[config.mk]
export PLATFORM = sky130hd
export DESIGN_NAME = move_scheduler_flat
export DESIGN_NICKNAME = d
export VERILOG_FILES = /design/src/rtl/move_scheduler_pkg.sv /design/src/rtl/move_scheduler_if.sv /design/src/rtl/move_scheduler_key_edge.sv /design/src/rtl/move_scheduler.sv /design/src/flat_wrapper.sv
export SDC_FILE = /design/constraint.sdc
export NUM_CORES = 1
export LEC_CHECK = 0
export CAP_MARGIN = 0
export CORE_UTILIZATION = 30
export DETAILED_ROUTE_END_ITERATION = 12
export HOLD_SLACK_MARGIN = 0.06
export PLACE_DENSITY = 0.46
export REMOVE_ABC_BUFFERS = 1
export SLEW_MARGIN = 20
export SYNTH_ARGS = -nofsm -noshare
export SYNTH_HDL_FRONTEND = slang
export SYNTH_SLANG_ARGS = --single-unit
export TNS_END_PERCENT = 20
[constraint.sdc]
create_clock -name clk -period 4.4 [get_ports clk]
set_input_delay 0.44 -clock clk [delete_from_list [all_inputs] [get_ports clk]]
set_output_delay 0.44 -clock clk [all_outputs]
set_load 0.005 [all_outputs]
[src/rtl/move_scheduler_pkg.sv]
// ---------------------------------------------------------------------------
// move_scheduler_pkg
// Shared definitions for the move scheduler and its neighbours:
//   - 2-bit direction codes driven on move_dir
//   - key bit positions inside the packed key vector (direction keys sit at
//     the index equal to their direction code, so a direction can index the
//     key vector directly)
//   - direction FSM state type
//   - PS/2 set-2 scan codes, shared with the key-state decoder
//   - default timing parameters and the direction priority helper
// ---------------------------------------------------------------------------
package move_scheduler_pkg;

  localparam logic [1:0] DIR_LEFT  = 2'b00;
  localparam logic [1:0] DIR_RIGHT = 2'b01;
  localparam logic [1:0] DIR_UP    = 2'b10;
  localparam logic [1:0] DIR_DOWN  = 2'b11;

  localparam int KEY_LEFT  = 0;
  localparam int KEY_RIGHT = 1;
  localparam int KEY_UP    = 2;
  localparam int KEY_DOWN  = 3;
  localparam int KEY_KILL  = 4;
  localparam int NUM_KEYS  = 5;

  typedef enum logic [1:0] {
    ST_IDLE   = 2'b00,
    ST_DELAY  = 2'b01,
    ST_REPEAT = 2'b10
  } dir_state_t;

  // PS/2 set-2 make codes; arrows are preceded by the extended prefix
  localparam logic [7:0] PS2_EXT_PREFIX = 8'hE0;
  localparam logic [7:0] PS2_BREAK      = 8'hF0;
  localparam logic [7:0] PS2_LEFT       = 8'h6B;
  localparam logic [7:0] PS2_RIGHT      = 8'h74;
  localparam logic [7:0] PS2_UP         = 8'h75;
  localparam logic [7:0] PS2_DOWN       = 8'h72;
  localparam logic [7:0] PS2_KILL       = 8'h29;  // space bar

  localparam int DEF_DELAY_TICKS    = 8;
  localparam int DEF_REPEAT_TICKS   = 3;
  localparam int DEF_COOLDOWN_TICKS = 16;
  localparam int DEF_COMBO_WINDOW   = 30;
  localparam int DEF_COMBO_W        = 4;
  localparam int DEF_CNT_W          = 6;

  // Resolve a set of direction keys to one direction: up > down > left > right.
  function automatic logic [1:0] pick_dir(input logic [3:0] keys);
    if (keys[KEY_UP]) begin
      return DIR_UP;
    end else if (keys[KEY_DOWN]) begin
      return DIR_DOWN;
    end else if (keys[KEY_LEFT]) begin
      return DIR_LEFT;
    end else begin
      return DIR_RIGHT;
    end
  endfunction

endpackage

[src/rtl/move_scheduler_if.sv]
// ---------------------------------------------------------------------------
// move_scheduler_if
// Bundle between the key-state decoder / collision logic side and the move
// scheduler.
//   master : drives tick, key levels and hit; observes the scheduler outputs
//   slave  : the scheduler itself (consumes keys, produces moves/kill/combo)
// Signals:
//   tick        frame-rate strobe, one clk wide
//   key_*       held key levels
//   hit         one-clk pulse from collision logic
//   move_valid  one-clk move strobe, move_dir qualifies it
//   kill_fire   one-clk kill strobe, kill_ready = cooldown expired
//   combo       current combo count
// ---------------------------------------------------------------------------
interface move_scheduler_if #(
  parameter int COMBO_W = 4
);
  logic               tick;
  logic               key_left;
  logic               key_right;
  logic               key_up;
  logic               key_down;
  logic               key_kill;
  logic               hit;
  logic               move_valid;
  logic [1:0]         move_dir;
  logic               kill_fire;
  logic               kill_ready;
  logic [COMBO_W-1:0] combo;

  modport master (
    output tick, key_left, key_right, key_up, key_down, key_kill, hit,
    input  move_valid, move_dir, kill_fire, kill_ready, combo
  );

  modport slave (
    input  tick, key_left, key_right, key_up, key_down, key_kill, hit,
    output move_valid, move_dir, kill_fire, kill_ready, combo
  );
endinterface

[src/rtl/move_scheduler_key_edge.sv]
// ---------------------------------------------------------------------------
// move_scheduler_key_edge
// Per-bit edge detector for held key levels. The previous level is kept in a
// register; rise/fall compare it with the current level, so an edge is seen
// in the same cycle the level first changes and a consumer registering on it
// responds one clk later.
// Ports:
//   clk, rst  clock, asynchronous active-high reset (history clears to 0)
//   level     current key levels
//   rise      level & ~previous
//   fall      ~level & previous
// ---------------------------------------------------------------------------
module move_scheduler_key_edge #(
  parameter int W = 1
) (
  input  logic         clk,
  input  logic         rst,
  input  logic [W-1:0] level,
  output logic [W-1:0] rise,
  output logic [W-1:0] fall
);

  logic [W-1:0] prev_reg;

  always_ff @(posedge clk or posedge rst) begin
    if (rst) begin
      prev_reg <= '0;
    end else begin
      prev_reg <= level;
    end
  end

  generate
    for (genvar gi = 0; gi < W; gi++) begin : g_bit
      assign rise[gi] = level[gi] & ~prev_reg[gi];
      assign fall[gi] = ~level[gi] & prev_reg[gi];
    end
  endgenerate

endmodule

[src/rtl/move_scheduler.sv]
// ---------------------------------------------------------------------------
// move_scheduler
// Turns held key levels into timed game actions, all timing in frame ticks:
//   - direction moves: one-clk pulse on press, then typematic auto-repeat
//     (first repeat DELAY_TICKS after the press, then every REPEAT_TICKS);
//     the most recently pressed direction wins
//   - kill: one-clk fire on a fresh press, then COOLDOWN_TICKS lock-out
//   - combo: counts hits, cleared when COMBO_WINDOW ticks pass with no hit
// Ports:
//   clk  system clock
//   rst  asynchronous active-high reset
//   bus  move_scheduler_if.slave (tick, key levels, hit in;
//        move_valid/move_dir, kill_fire/kill_ready, combo out)
// ---------------------------------------------------------------------------
module move_scheduler
  import move_scheduler_pkg::*;
#(
  parameter int DELAY_TICKS    = DEF_DELAY_TICKS,
  parameter int REPEAT_TICKS   = DEF_REPEAT_TICKS,
  parameter int COOLDOWN_TICKS = DEF_COOLDOWN_TICKS,
  parameter int COMBO_WINDOW   = DEF_COMBO_WINDOW,
  parameter int COMBO_W        = DEF_COMBO_W,
  parameter int CNT_W          = DEF_CNT_W
) (
  input  logic             clk,
  input  logic             rst,
  move_scheduler_if.slave  bus
);

  localparam logic [CNT_W-1:0]   DELAY_LAST  = CNT_W'(DELAY_TICKS - 1);
  localparam logic [CNT_W-1:0]   REPEAT_LAST = CNT_W'(REPEAT_TICKS - 1);
  localparam logic [CNT_W-1:0]   COOL_LOAD   = CNT_W'(COOLDOWN_TICKS);
  localparam logic [CNT_W-1:0]   WIN_LOAD    = CNT_W'(COMBO_WINDOW);
  localparam logic [COMBO_W-1:0] COMBO_MAX   = {COMBO_W{1'b1}};

  // -------------------------------------------------------------------------
  // Key edges
  // -------------------------------------------------------------------------
  logic [NUM_KEYS-1:0] key_level;
  logic [NUM_KEYS-1:0] key_rise;
  logic [NUM_KEYS-1:0] key_fall;

  assign key_level[KEY_LEFT]  = bus.key_left;
  assign key_level[KEY_RIGHT] = bus.key_right;
  assign key_level[KEY_UP]    = bus.key_up;
  assign key_level[KEY_DOWN]  = bus.key_down;
  assign key_level[KEY_KILL]  = bus.key_kill;

  move_scheduler_key_edge #(
    .W (NUM_KEYS)
  ) u_key_edge (
    .clk   (clk),
    .rst   (rst),
    .level (key_level),
    .rise  (key_rise),
    .fall  (key_fall)
  );

  // Only a fresh press matters for kill; its release edge is not needed.
  logic unused_kill_fall;
  assign unused_kill_fall = key_fall[KEY_KILL];

  logic [3:0] dir_rise;
  logic [3:0] dir_held;
  assign dir_rise = key_rise[3:0];
  assign dir_held = key_level[3:0];

  // -------------------------------------------------------------------------
  // Direction FSM
  // -------------------------------------------------------------------------
  dir_state_t       state_reg;
  logic [1:0]       active_reg;
  logic [CNT_W-1:0] dir_cnt_reg;
  logic             move_valid_reg;
  logic [1:0]       move_dir_reg;
  logic             active_fall;

  // Direction codes equal key indices, so the active direction selects its
  // own key's release edge. Outside IDLE the active key is always held until
  // this edge, so the edge is exactly "active key released".
  assign active_fall = key_fall[active_reg];

  always_ff @(posedge clk or posedge rst) begin
    if (rst) begin
      state_reg      <= ST_IDLE;
      active_reg     <= DIR_LEFT;
      dir_cnt_reg    <= '0;
      move_valid_reg <= 1'b0;
      move_dir_reg   <= DIR_LEFT;
    end else begin
      move_valid_reg <= 1'b0;
      if (|dir_rise) begin
        // New press wins over everything, including a tick this cycle.
        active_reg     <= pick_dir(dir_rise);
        move_dir_reg   <= pick_dir(dir_rise);
        move_valid_reg <= 1'b1;
        state_reg      <= ST_DELAY;
        dir_cnt_reg    <= '0;
      end else if (!(|dir_held)) begin
        state_reg   <= ST_IDLE;
        dir_cnt_reg <= '0;
      end else if ((state_reg != ST_IDLE) && active_fall) begin
        // Fall back to a still-held key; it waits a full delay, no pulse.
        active_reg  <= pick_dir(dir_held);
        state_reg   <= ST_DELAY;
        dir_cnt_reg <= '0;
      end else if (bus.tick) begin
        case (state_reg)
          ST_DELAY: begin
            if (dir_cnt_reg == DELAY_LAST) begin
              move_valid_reg <= 1'b1;
              move_dir_reg   <= active_reg;
              dir_cnt_reg    <= '0;
              state_reg      <= ST_REPEAT;
            end else begin
              dir_cnt_reg <= dir_cnt_reg + 1'b1;
            end
          end
          ST_REPEAT: begin
            if (dir_cnt_reg == REPEAT_LAST) begin
              move_valid_reg <= 1'b1;
              move_dir_reg   <= active_reg;
              dir_cnt_reg    <= '0;
            end else begin
              dir_cnt_reg <= dir_cnt_reg + 1'b1;
            end
          end
          default: begin
          end
        endcase
      end
    end
  end

  // -------------------------------------------------------------------------
  // Kill with cooldown
  // -------------------------------------------------------------------------
  logic             kill_fire_reg;
  logic             kill_ready_reg;
  logic [CNT_W-1:0] cool_cnt_reg;

  // A press during cooldown is simply dropped. Once the counter has reached
  // zero, ready returns on the following clk regardless of tick.
  always_ff @(posedge clk or posedge rst) begin
    if (rst) begin
      kill_fire_reg  <= 1'b0;
      kill_ready_reg <= 1'b1;
      cool_cnt_reg   <= '0;
    end else begin
      kill_fire_reg <= 1'b0;
      if (key_rise[KEY_KILL] && kill_ready_reg) begin
        kill_fire_reg  <= 1'b1;
        kill_ready_reg <= 1'b0;
        cool_cnt_reg   <= COOL_LOAD;
      end else if (!kill_ready_reg) begin
        if (cool_cnt_reg == '0) begin
          kill_ready_reg <= 1'b1;
        end else if (bus.tick) begin
          cool_cnt_reg <= cool_cnt_reg - 1'b1;
        end
      end
    end
  end

  // -------------------------------------------------------------------------
  // Combo counter
  // -------------------------------------------------------------------------
  logic [COMBO_W-1:0] combo_reg;
  logic [CNT_W-1:0]   win_cnt_reg;

  // hit is checked first so a hit on the expiring tick extends the combo.
  // The combo clears on the very tick that brings the window to zero.
  always_ff @(posedge clk or posedge rst) begin
    if (rst) begin
      combo_reg   <= '0;
      win_cnt_reg <= '0;
    end else begin
      if (bus.hit) begin
        if (combo_reg != COMBO_MAX) begin
          combo_reg <= combo_reg + 1'b1;
        end
        win_cnt_reg <= WIN_LOAD;
      end else if (bus.tick && (combo_reg != '0)) begin
        if (win_cnt_reg <= CNT_W'(1)) begin
          combo_reg   <= '0;
          win_cnt_reg <= '0;
        end else begin
          win_cnt_reg <= win_cnt_reg - 1'b1;
        end
      end
    end
  end

  // -------------------------------------------------------------------------
  // Outputs (all registered)
  // -------------------------------------------------------------------------
  assign bus.move_valid = move_valid_reg;
  assign bus.move_dir   = move_dir_reg;
  assign bus.kill_fire  = kill_fire_reg;
  assign bus.kill_ready = kill_ready_reg;
  assign bus.combo      = combo_reg;

endmodule

[src/flat_wrapper.sv]
// flat-port wrapper written by rule: the top's interface ports become plain ports
module move_scheduler_flat import move_scheduler_pkg::*;
#(
  parameter int DELAY_TICKS    = DEF_DELAY_TICKS,
  parameter int REPEAT_TICKS   = DEF_REPEAT_TICKS,
  parameter int COOLDOWN_TICKS = DEF_COOLDOWN_TICKS,
  parameter int COMBO_WINDOW   = DEF_COMBO_WINDOW,
  parameter int COMBO_W        = DEF_COMBO_W,
  parameter int CNT_W          = DEF_CNT_W
)
  (clk, rst, bus_tick, bus_key_left, bus_key_right, bus_key_up, bus_key_down, bus_key_kill, bus_hit, bus_move_valid, bus_move_dir, bus_kill_fire, bus_kill_ready, bus_combo);
  move_scheduler_if #(.COMBO_W(COMBO_W)) bus_i ();
  input  logic clk;
  input  logic rst;
  input wire logic [$bits(bus_i.tick)-1:0] bus_tick;
  input wire logic [$bits(bus_i.key_left)-1:0] bus_key_left;
  input wire logic [$bits(bus_i.key_right)-1:0] bus_key_right;
  input wire logic [$bits(bus_i.key_up)-1:0] bus_key_up;
  input wire logic [$bits(bus_i.key_down)-1:0] bus_key_down;
  input wire logic [$bits(bus_i.key_kill)-1:0] bus_key_kill;
  input wire logic [$bits(bus_i.hit)-1:0] bus_hit;
  output wire logic [$bits(bus_i.move_valid)-1:0] bus_move_valid;
  output wire logic [$bits(bus_i.move_dir)-1:0] bus_move_dir;
  output wire logic [$bits(bus_i.kill_fire)-1:0] bus_kill_fire;
  output wire logic [$bits(bus_i.kill_ready)-1:0] bus_kill_ready;
  output wire logic [$bits(bus_i.combo)-1:0] bus_combo;
  assign bus_i.tick = bus_tick;
  assign bus_i.key_left = bus_key_left;
  assign bus_i.key_right = bus_key_right;
  assign bus_i.key_up = bus_key_up;
  assign bus_i.key_down = bus_key_down;
  assign bus_i.key_kill = bus_key_kill;
  assign bus_i.hit = bus_hit;
  assign bus_move_valid = bus_i.move_valid;
  assign bus_move_dir = bus_i.move_dir;
  assign bus_kill_fire = bus_i.kill_fire;
  assign bus_kill_ready = bus_i.kill_ready;
  assign bus_combo = bus_i.combo;
  move_scheduler #(.DELAY_TICKS(DELAY_TICKS), .REPEAT_TICKS(REPEAT_TICKS), .COOLDOWN_TICKS(COOLDOWN_TICKS), .COMBO_WINDOW(COMBO_WINDOW), .COMBO_W(COMBO_W), .CNT_W(CNT_W)) u_core (.clk(clk), .rst(rst), .bus(bus_i));
endmodule
* Yosys cells after proc, flatten, opt, wreduce, memory -nomap -nowiden
Index checks and enable logic that the tools add are counted.
W data, S select, Z words.
** Storage, ports and cells
- Flip-flop bits (word level) :: 36
- Input port bits :: 9
** Operators by class
- Add/sub/neg operators :: 4
- Magnitude comparators :: 2
- Eq/ne operators :: 15
- Muxes and demuxes :: 53
- Bitwise operators :: 18
- Reductions and logical operators :: 21
** Operators with widths (count)
- $mux W6 :: 13
- $mux W2 :: 19
- $mux W4 :: 4
- $reduce_bool A2 Y1 :: 7
- $mux W1 :: 13
- $ne A4 B3 Y1 const B :: 3
- $pmux W6 S2 :: 1
- $sub A6 B1 Y6 const B :: 2
- $and A1 B1 Y1 :: 9
- $not A1 Y1 :: 9
- $reduce_and A3 Y1 :: 3
- $reduce_or A4 Y1 :: 2
- $add A6 B1 Y6 const B :: 1
- $eq A6 B2 Y1 const B :: 1
- $eq A6 B3 Y1 const B :: 1
- $le A6 B1 Y1 const B :: 1
- $logic_not A6 Y1 :: 1
- $ne A2 B1 Y1 const B :: 3
- $ne A3 B1 Y1 const B :: 2
- $reduce_and A6 Y1 :: 1
- $ne A5 B4 Y1 const B :: 1
- $add A4 B1 Y4 const B :: 1
- $lt A2 B4 Y1 const B :: 1
- $ne A4 B4 Y1 const B :: 1
- other kinds (10) :: 13

* Logic depth before layout (Yosys ltp)
- Word-level depth :: 8
- Mapped depth :: 7

* By module
Synthesis repeated with hierarchy kept, for this count alone.
** Second synthesis, totals
- Cells, all modules :: 214
- Area total of the unflattened synthesis :: 2175.8 µm²
** Modules (own cells, without submodules)
- move_scheduler :: instances 1, cells an instance 198, area an instance 1959.4 µm², seq. area each 777.0 µm²
- move_scheduler_key_edge :: instances 1, cells an instance 16, area an instance 216.5 µm², seq. area each 125.1 µm²

* Least setup slack after synthesis
Ideal clock, no wire load.
- Kind :: register -> register
- Start :: reg u_core.dir_cnt_reg[3]
- End :: reg u_core.move_dir_reg[0], in the netlist u_core.bus.move_dir[0]
- Arrival time :: 1700 ps
- Required time :: 4280 ps
- Slack :: 2580 ps
- Cell stages (with the launch flop) :: 6
- Period minus slack after synthesis :: 1820 ps
- Cells stage by stage :: dfrtp_1 -> or3_4 -> nor4b_2 -> nor3_1 -> or4_1 -> and3b_1
** On the way
- Word-level cells in the longest chain between the ends :: 3
- Elaborated cells between the ends (all ways) :: 5
- Those cells by class :: eq/ne: 4; reduce/logical: 1
** RTL lines
- start, declared :: line move_scheduler.sv:73 : logic [CNT_W-1:0] dir_cnt_reg;
- start signal, assigned :: line move_scheduler.sv:116 : dir_cnt_reg <= dir_cnt_reg + 1'b1;
- start signal, assigned :: line move_scheduler.sv:125 : dir_cnt_reg <= dir_cnt_reg + 1'b1;
- $eq A6 B2 Y1 or $eq A6 B3 Y1 (tied branches) :: line move_scheduler.sv:120, move_scheduler.sv:110
- $ne A3 B1 Y1 (no line)
- $reduce_and A6 Y1 (no line) *
- end signal, assigned :: line move_scheduler.sv:95 : move_dir_reg <= pick_dir(dir_rise);
- end signal, assigned :: line move_scheduler.sv:112 : move_dir_reg <= active_reg;
- end signal, assigned :: line move_scheduler.sv:122 : move_dir_reg <= active_reg;
- end, declared :: line move_scheduler.sv:75 : logic [1:0] move_dir_reg;
Every way passes the cells marked *; elsewhere a longest branch is shown, timed or not.
A chain may end at the register's enable or synchronous reset.

* Worst setup path in the final report
- Start :: in bus_key_up
- End :: reg u_core.move_dir_reg[0], in the netlist u_core.bus.move_dir[0]
** On the way
- Word-level cells in the longest chain between the ends :: 7
- Elaborated cells between the ends (all ways) :: 17
- Those cells by class :: eq/ne: 3; mux: 4; bitwise: 3; reduce/logical: 7
** RTL lines
- start, declared :: line flat_wrapper.sv:18 : input wire logic [$bits(bus_i.key_up)-1:0] bus_key_up;
- $not A1 Y1 :: line move_scheduler_key_edge.sv:36 : assign fall[gi] = ~level[gi] & prev_reg[gi];
- $and A1 B1 Y1 :: line move_scheduler_key_edge.sv:36
- $bmux W1 S2 :: line move_scheduler.sv:81 : assign active_fall = key_fall[active_reg];
- $mux W1 (not written as such) :: line move_scheduler.sv:81
- $logic_and A1 B1 Y1 :: line move_scheduler.sv:102 : end else if ((state_reg != ST_IDLE) && active_fall) begin
- $ne A2 B1 Y1 (no line)
- $reduce_and A6 Y1 (no line)
Parallel ways exist; a longest one is shown, timed or not. The select of a mux whose other input is x is not followed.

==> flow_summary.yaml <==
route:
  drt_iter0_drc: 75
  postRouteAntennaNets: 0
  viasPerCell: 5.07
  dr_total_vias: 1542
  drc_errors: 0
  routedWlPerCell_um: 12.8
  first_pass_iters: 4
  wl_mm: 3.89
clock_tree:
  numClockSinks: 36
  hold_buffers: 0
  cts_max_path_buffers: 2
  cts_tree: "yes"
  clk_pin_slew_ps: 80
  cts_made_buffers: 5
  ctsResizeCount: 0
  clk_latency_ps: 290
  ctsRootBufferMaster: "clkbuf_8"
  cts_max_level: 2
  cts_setup_buffers: 0
timing:
  final.period_utilization_pct: 48.2
  tns_ps: 0
  hold_viol: 0
  final.min_clock_period_ps: 2120
  rsz0062_at_grt: "no"
  tightest_slew_ps: 817
  finalMaxSlewViolations: 0
  setup_viol: 0
  fmax_mhz: 471
  setup_slack_ps: 2280
  clock_skew_ps: 11.9
  slew_headroom_pct: 45.0
place:
  place_ws_ps: 1980
  placed_cells: 296
  gp_congestion: 0.755
  io_buffers: 17
  dp_hpwl_mm: 2.89
pwr:
  p_total_uw: 997
  ir_worst_vdd_v: 0.000216
  power.density_nw_per_um2: 434
  leakagePower_nw: 0.970
worst_setup_path:
  cp_data_arrival_time_ps: 2310
  critPathMaxFanout: 6
  setup.worst_path.class: "input pin to flop"
  slowest_delay_ps: 560
  end_kind: "flop"
  r2r-start: "u_core.bus.combo[0]"
  startpoint_type: "input pin"
  path_cells: "clkdlybuf4s50_1, nor2b_1, a221oi_2, o31ai_1, or4_1, and3b_1"
  reg2reg_to: "u_core.win_cnt_reg[4]"
  worstRegToRegCells: 7
  crit_required_ps: 4590
  r2r_slack_ps: 2390
  cpMaxStageDelayCell: "clkdlybuf4s50_1"
yosys:
  ys.flop_type: "dfrtp_1"
  async_flop_share_pct: 100
  ys_seq_elements: 36
  ys_seq_area_share_pct: 46.4
  netlist_instances: 205
  netlist_area_um2: 1940
  synth_warnings: 0
  postSynthAreaPerCell_um2: 9.48
  synth_edf_count: 0
  ys_types: 49
flow_run:
  cap_viol_max_count: 0
global_routing:
  antenna_found_initial: 0
  grt_usage_pct: 13.3
  grt_max_degree: 37
  grt_pass1_vias: 1505
  grt_pass1_wl_mm: 6.73
  grt_overflow_total: 0
layout:
  areaGrowthSynthToFinish_pct: 18.2
  stdcell_count: 304
  n_antenna_cell: 0
  layout-drive-gt1-share_pct: 6.99
  final_util_pct: 37.7
  nets: 248
die:
  fp.dieH_um: 82.5
  core-area_um2: 6100
  die_w_um: 82.5
  ios: 18
  start_util_pct: 31.9
  num_rows: 28
  dieArea_um2: 6800
min_path:
  hold_start: "u_core.u_key_edge.prev_reg[4]"
  hold_depth: 2
  hp-class: "flop to flop"
  worstHoldEndpoint: "u_core.bus.kill_ready"
run_status:
  status: "complete, no violations"
per-stage QoR:
step / instance area, um^2 / hold slack (ps)
2_1_floorplan: 1930 / 464
3_3_place_gp: 2200 / 494
3_5_place_dp: 2200 / 486
4_1_cts: 2300 / 509
5_1_grt: 2300 / 547
6_report: 2300 / 504
layout make-up:
| cell class | count | area (um^2) |
|---|---|---|
| sequential | 36 | 902 |
| clock buffer | 7 | 86.3 |
| clock inverter | 1 | 7.51 |
| fill | 651 | 3800 |
| multi-input combinational | 148 | 958 |
| tap | 75 | 93.8 |
| inverter | 19 | 71.3 |
| timing repair buffer | 18 | 178 |
cells by family after synthesis:
family,Yosys count,synth area share [%]
AOI/OAI and AO/OA,40,14.5
muxes,2,1.09
buffers and inverters,21,4.25
and+or+nand+nor,87,23.1
xor gates and xnor gates,8,3.61
adders and majority gates,11,7.08
DFF,36,46.4
cells in the final DEF (no fill, tap or decap), types with 2 or more instances in the layout:
cell / netlist / routed
nand2b_1: 5 / 5
nor4_1: 4 / 4
a211oi_1: 2 / 2
a21o_1: 2 / 2
nor2_1: 26 / 26
nand4_1: 2 / 2
o21ai_1: 2 / 2
inv_1: 18 / 18
or3_1: 4 / 4
dfrtp_1: 35 / 35
nor3b_1: 2 / 2
xnor2_1: 3 / 3
a21oi_1: 7 / 7
xor2_1: 5 / 5
clkbuf_8: 0 / 6
nor3_1: 11 / 11
o21bai_1: 2 / 2
nand3b_1: 2 / 2
o21ai_0: 6 / 6
o31ai_1: 3 / 3
o21a_1: 2 / 2
clkdlybuf4s50_1: 0 / 17
ha_1: 11 / 11
nand2_1: 13 / 13
nand3_1: 9 / 9
a31oi_1: 4 / 4
cell usage after synthesis (all sizes together), types with 2 or more instances:
| cell | number | area share [%] |
|---|---|---|
| dfrtp | 35 | 45 |
| nor2 | 26 | 5.0 |
| inv | 18 | 3.5 |
| nand2 | 13 | 2.5 |
| ha | 11 | 7.1 |
| nor3 | 11 | 2.8 |
| nand3 | 9 | 2.3 |
| o21ai | 8 | 2.1 |
| a21oi | 7 | 1.8 |
| nand2b | 5 | 1.6 |
| or3 | 5 | 1.9 |
| xor2 | 5 | 2.3 |
| a31oi | 4 | 1.3 |
| nor4 | 4 | 1.3 |
| o31ai | 3 | 1.2 |
| xnor2 | 3 | 1.4 |
| a211oi | 2 | 0.77 |
| a21o | 2 | 0.77 |
| nand3b | 2 | 0.77 |
| nand4 | 2 | 0.64 |
| nor3b | 2 | 0.77 |
| o21a | 2 | 0.77 |
| o21bai | 2 | 0.77 |
critical path, delay by kind of cell:
| family | cells | cell delay, ps |
|---|---|---|
| and+or+nand+nor | 3 | 780 |
| buffers and inverters | 1 | 560 |
| AOI/OAI and AO/OA | 2 | 530 |
how the worst max path moves through the flow:
stage / from / endpoint / slack, ps / cells after the start
finish: bus_key_up / u_core.bus.move_dir[0] / 2280 / 6
detailed placement: bus_key_up / u_core.bus.move_dir[0] / 1980 / 6
floorplan: u_core.dir_cnt_reg[3] / u_core.bus.move_dir[0] / 2580 / 5
CTS: bus_key_up / u_core.bus.move_dir[0] / 2290 / 6
global placement: bus_key_up / u_core.bus.move_dir[0] / 2020 / 6
global route: bus_key_up / u_core.dir_cnt_reg[3] / 2180 / 6
per-layer routing:
layer,wire length (um),share of wire [%],track usage (%),up-vias
met5,0,0,0,-
met4,60,1.5,6.14,0
met3,102,2.6,2.97,4
met2,1880,48,22.1,25
met1,1850,47,16.4,747
li1,-,-,-,766
report_power, final:
group,switching [mW],total [mW],internal (mW)
Sequential,0.0657,0.465,0.400
Combinational,0.141,0.282,0.141
Clock,0.123,0.250,0.127
Total,0.329,0.997,0.668
No activity file was read; power rests on OpenSTA's default activity.
